### src/rtl/large_matrix_mult.sv
// Streaming N x N unsigned matrix multiplier: loads A then B beat-by-beat, computes
// one C element per cycle, then streams C out on demand. Results wrap modulo 2^WIDTH.
module large_matrix_mult #(
    parameter int WIDTH        = 8,
    parameter int NUM_ELEMENTS = 4,
    parameter int MATRIX_WIDTH = 4
) (
    input  logic                            clk,
    input  logic                            reset,
    output logic [NUM_ELEMENTS*WIDTH-1:0]   Res,
    input  logic [NUM_ELEMENTS*WIDTH-1:0]   rdata,
    input  logic                            read_en,
    input  logic                            write_en,
    output logic                            write_ready
);

    localparam int N      = MATRIX_WIDTH;
    localparam int BPR    = MATRIX_WIDTH / NUM_ELEMENTS;
    localparam int BEAT_W = NUM_ELEMENTS * WIDTH;
    localparam int ROW_W  = N * WIDTH;
    localparam int RW     = (N > 1) ? $clog2(N) : 1;
    localparam int SW     = (BPR > 1) ? $clog2(BPR) : 1;

    localparam logic [RW-1:0] ROW_LAST = RW'(N - 1);
    localparam logic [SW-1:0] SEG_LAST = SW'(BPR - 1);

    typedef enum logic [1:0] {
        LOAD_A,
        LOAD_B,
        COMPUTE,
        WRITE
    } state_t;

    state_t              state_q, state_d;
    logic [RW-1:0]       row_q, row_d;
    logic [SW-1:0]       seg_q, seg_d;
    logic [RW-1:0]       i_q, i_d;
    logic [RW-1:0]       j_q, j_d;
    logic [BEAT_W-1:0]   res_q, res_d;
    logic                write_ready_q, write_ready_d;

    // Each matrix row is one packed vector so beats and elements are plain part-selects.
    logic [ROW_W-1:0]    a_q [N];
    logic [ROW_W-1:0]    b_q [N];
    logic [ROW_W-1:0]    c_q [N];

    logic [31:0]         beat_off;
    logic [31:0]         col_off;
    logic [ROW_W-1:0]    a_row;
    logic [ROW_W-1:0]    b_col;
    logic [WIDTH-1:0]    dot;

    logic                beat_last;
    logic                elem_last;
    logic [RW-1:0]       row_nx;
    logic [SW-1:0]       seg_nx;
    logic [RW-1:0]       i_nx;
    logic [RW-1:0]       j_nx;

    assign beat_off = 32'(seg_q) * BEAT_W;
    assign col_off  = 32'(j_q) * WIDTH;
    assign a_row    = a_q[i_q];

    for (genvar gi = 0; gi < N; gi++) begin : g_bcol
        assign b_col[gi*WIDTH +: WIDTH] = b_q[gi][col_off +: WIDTH];
    end

    // Products are truncated to WIDTH on purpose: only the low bits of C are kept.
    always_comb begin
        dot = '0;
        for (int k = 0; k < N; k++) begin
            dot = dot + a_row[k*WIDTH +: WIDTH] * b_col[k*WIDTH +: WIDTH];
        end
    end

    assign beat_last = (row_q == ROW_LAST) && (seg_q == SEG_LAST);
    assign seg_nx    = (seg_q == SEG_LAST) ? '0 : seg_q + 1'b1;
    assign row_nx    = (seg_q != SEG_LAST) ? row_q :
                       (row_q == ROW_LAST) ? '0 : row_q + 1'b1;

    assign elem_last = (i_q == ROW_LAST) && (j_q == ROW_LAST);
    assign j_nx      = (j_q == ROW_LAST) ? '0 : j_q + 1'b1;
    assign i_nx      = (j_q != ROW_LAST) ? i_q :
                       (i_q == ROW_LAST) ? '0 : i_q + 1'b1;

    always_comb begin
        state_d = state_q;
        row_d   = row_q;
        seg_d   = seg_q;
        i_d     = i_q;
        j_d     = j_q;
        res_d   = res_q;
        unique case (state_q)
            LOAD_A: begin
                if (read_en) begin
                    row_d = row_nx;
                    seg_d = seg_nx;
                    if (beat_last) state_d = LOAD_B;
                end
            end
            LOAD_B: begin
                if (read_en) begin
                    row_d = row_nx;
                    seg_d = seg_nx;
                    if (beat_last) state_d = COMPUTE;
                end
            end
            COMPUTE: begin
                i_d = i_nx;
                j_d = j_nx;
                if (elem_last) state_d = WRITE;
            end
            WRITE: begin
                if (write_en) begin
                    res_d = c_q[row_q][beat_off +: BEAT_W];
                    row_d = row_nx;
                    seg_d = seg_nx;
                    if (beat_last) state_d = LOAD_A;
                end
            end
            default: state_d = LOAD_A;
        endcase
        write_ready_d = (state_d == WRITE);
    end

    always_ff @(posedge clk or negedge reset) begin
        if (!reset) begin
            state_q       <= LOAD_A;
            row_q         <= '0;
            seg_q         <= '0;
            i_q           <= '0;
            j_q           <= '0;
            res_q         <= '0;
            write_ready_q <= 1'b0;
        end else begin
            state_q       <= state_d;
            row_q         <= row_d;
            seg_q         <= seg_d;
            i_q           <= i_d;
            j_q           <= j_d;
            res_q         <= res_d;
            write_ready_q <= write_ready_d;
        end
    end

    // Storage is not reset: every run overwrites all of A, B and C before they are read.
    always_ff @(posedge clk) begin
        if (state_q == LOAD_A && read_en) begin
            a_q[row_q][beat_off +: BEAT_W] <= rdata;
        end
        if (state_q == LOAD_B && read_en) begin
            b_q[row_q][beat_off +: BEAT_W] <= rdata;
        end
        if (state_q == COMPUTE) begin
            c_q[i_q][col_off +: WIDTH] <= dot;
        end
    end

    assign Res         = res_q;
    assign write_ready = write_ready_q;

endmodule

### config.mk
export PLATFORM = sky130hd
export DESIGN_NAME = large_matrix_mult
export DESIGN_NICKNAME = d
export VERILOG_FILES = /design/src/rtl/large_matrix_mult.sv
export SDC_FILE = /design/constraint.sdc
export NUM_CORES = 1
export LEC_CHECK = 0
export CAP_MARGIN = 20
export CORE_MARGIN = 8
export CORE_UTILIZATION = 35
export CTS_CLUSTER_SIZE = 28
export DETAILED_ROUTE_END_ITERATION = 10
export PLACE_DENSITY = 0.48
export SLEW_MARGIN = 10
export SYNTH_ARGS = -nofsm -noshare
export SYNTH_HDL_FRONTEND = slang
export SYNTH_SLANG_ARGS = --single-unit
export TNS_END_PERCENT = 5
### constraint.sdc
create_clock -name clk -period 10 [get_ports clk]
set_input_delay 2 -clock clk [delete_from_list [all_inputs] [get_ports clk]]
set_output_delay 2 -clock clk [all_outputs]
set_load 0.01 [all_outputs]
==> metrics.yaml <==
status: "complete, no violations"
worstSetupPathType: "reg2reg"
ys_warn_count: 0
pin_count: 69
postCtsSetupRepairBufs: 0
max_stage_delay_ns: 0.74
setup_viol: 0
final_nets: 1433
crit_chain: "buf_4 > mux4_2 > and2_1 > fa_1 > inv_1 > fa_1 > fa_1 > inv_1 > fa_1 > fa_1 > fa_1 > fa_1 > inv_1 > fa_1 > inv_1 > ha_1 > a21o_1 > a21oi_1 > xnor2_1 > xnor3_1 > xnor3_2 > nor2_1"
worstSetupEndpointType: "flop"
final_util_pct: 40.7
r2r-start: "j_q[0]"
min-delay-start: "Res[4]"
start_util_pct: 35.1
grt_pass1_wl_microns: 69700
r2r-end: "c_q[3][15]"
max-clock-path-buffers: 3
ctsHoldBuffers: 0
dp_hpwl_microns: 31900
die-area_sq_um: 65300
synth_top_area_cell: "edfxtp_1"
portBuffers: 68
synth-seq-cells: 425
clock_latency_ns: 0.60
worstRegToRegCells: 22
avgSynthCellArea_sq_um: 17.5
fp.dieH_microns: 256
grt_max_degree: 42
syn_inst: 1146
cts-root-buf: "clkbuf_16"
critPathRequiredTime_ns: 10.41
finClkSkew_ns: 0.0394
place_area_sq_um: 21600
drtIter0Drc: 543
via_per_inst: 4.73
critPathArrivalTime_ns: 8.74
tightest_slew_ns: 1.03
critical_path.slowest_cell: "dfrtp_2"
syn-cell-area_sq_um: 20100
grt_setup_unrepaired: "false"
htree_num_levels: 2
numCtsBuffers: 46
fin_tns_setup_ns: 0
core_area_sq_um: 57300
gr-total-overflow: 0
syn_nets: 1331
clock-sinks: 425
period_minus_slack_ns: 8.34
drtAntennaViolNets: 0
final_common_cell: "edfxtp_1"
n_antenna_cell: 0
hold_class: "reg2reg"
finalCritPeriodShare_pct: 83.4
final_area_sq_um: 23300
grt.total_usage_pct: 14.0
holdPathEnd: "Res[4]"
yosysUniqueCellTypes: 38
clock.fmax_mhz: 120
layout_common_cells: "edfxtp_1, inv_1, mux4_2"
hold_depth: 1
wl_microns: 45100
clkSlewWorstSetupHoldPaths_ns: 0.06
gp_congestion: 0.787
fillers: 5222
crit_fanout: 17
reg2reg_slack_ns: 1.66
grt_pass1_vias: 10800
crit_path_start_kind: "flop"
whs_ns: 0.501
synth_area_leaders: "edfxtp_1, mux4_2, fa_1"
die_x_microns: 256
hold_violations: 0
layout-area-overhead-vs-synth_pct: 16.0
fp-row-count: 88
cap_violations: 0
avgRoutedWirePerCell_microns: 22.0
relSlewSlack_pct: 31.1
drc: 0
tritoncts: "yes"
synth-seq-area-share_pct: 62.5
cts_resized: 0
drtPass1Iterations: 4
vias: 9697
crit_top_cell: "fa_1"
yosysTopAreaCellShare_pct: 57.4
antenna_found_initial: 1
drive_above_1_share_pct: 17.8
slew_viol_final: 0
cell families after synthesis:
logic type,after synthesis,share of synthesized area (%)
flip-flops,425,62.5
multiplexers,129,12.9
adder cells (fa/ha/maj),149,12.0
XOR/XNOR,55,3.14
AO/OA/AOI/OAI,14,0.399
AND/OR/NAND/NOR,223,5.64
buffers and inverters,151,3.48
registers in the layout (all words and copies together) (netlist names):
name and count:
a_q 128, b_q 128, c_q 128, Res 32
i_q 2, j_q 2, row_q 2, state_q 2
write_ready 1
worst max-delay path by stage:
stage                  to  cells past startpoint    from
6_report       c_q[3][15]                     22  j_q[0]
5_1_grt        c_q[1][23]                     22  i_q[0]
4_1_cts        c_q[3][15]                     22  i_q[0]
3_5_place_dp   c_q[3][15]                     22  i_q[0]
3_3_place_gp   c_q[0][15]                     22  j_q[0]
2_1_floorplan  c_q[0][15]                     26  j_q[0]
per-layer routing:
metal  routed length (microns)  vias to the layer above  global-route usage, %  share of wire [%]
met3                      1620                       58                   2.47                3.6
met4                       848                        0                   3.37                1.9
met2                     22100                      152                   23.5                 49
met5                         0                        -                      0                  0
li1                          -                     4390                      -                  -
met1                     20400                     5097                   18.8                 45
cells in the mapped netlist:
cell type / instances
nor3b_1: 1
nand2_2: 4
buf_1: 5
nor3_1: 5
nor2_1: 40
xnor3_2: 2
edfxtp_1: 384
and3_1: 17
o21ai_0: 5
and2_1: 79
or3_1: 2
and2_2: 6
inv_1: 119
buf_4: 2
buf_6: 5
a21o_1: 2
xor2_1: 8
clkbuf_1: 12
buf_2: 2
xnor3_1: 7
mux4_1: 14
xnor2_2: 1
mux2_2: 33
dfrtp_1: 41
buf_12: 4
a21oi_1: 5
a31oi_1: 1
xor2_2: 2
clkbuf_8: 2
ha_1: 77
mux4_2: 82
nor2b_1: 1
fa_1: 72
a21o_2: 1
nand2b_1: 1
nand3_1: 3
nand2_1: 64
xnor2_1: 35
through the flow:
step	setup WS (ns)	std cells
detailed placement	1.54	1961
global route	1.19	2049
finish	1.66	2049
floorplan	2.25	1146
global placement	1.61	1961
CTS	1.52	2045
worst max-delay path: cells and delay by family (launching register included):
family	cells	cell delay, ns
fa+ha+maj	9	4.29
xor+xnor	3	1.03
flops	1	0.74
mux	1	0.68
compound gates	2	0.35
buf+inv	5	0.61
simple gates	2	0.42
area by class of cell:
| class | instances | area (sq um) | share of cell area, % |
|---|---|---|---|
| Sequential cell | 425 | 12600 | 53.9 |
| Inverter | 119 | 447 | 1.92 |
| Multi-Input combinational cell | 570 | 6890 | 29.6 |
| Tap cell | 765 | 957 | 4.11 |
| Timing Repair Buffer | 86 | 856 | 3.67 |
| Clock inverter | 27 | 367 | 1.57 |
| Clock buffer | 57 | 1220 | 5.25 |
Power is left out: the tool's default activity adds up to more than one toggle a clock period on the data nets, which glitch-free logic cannot reach.
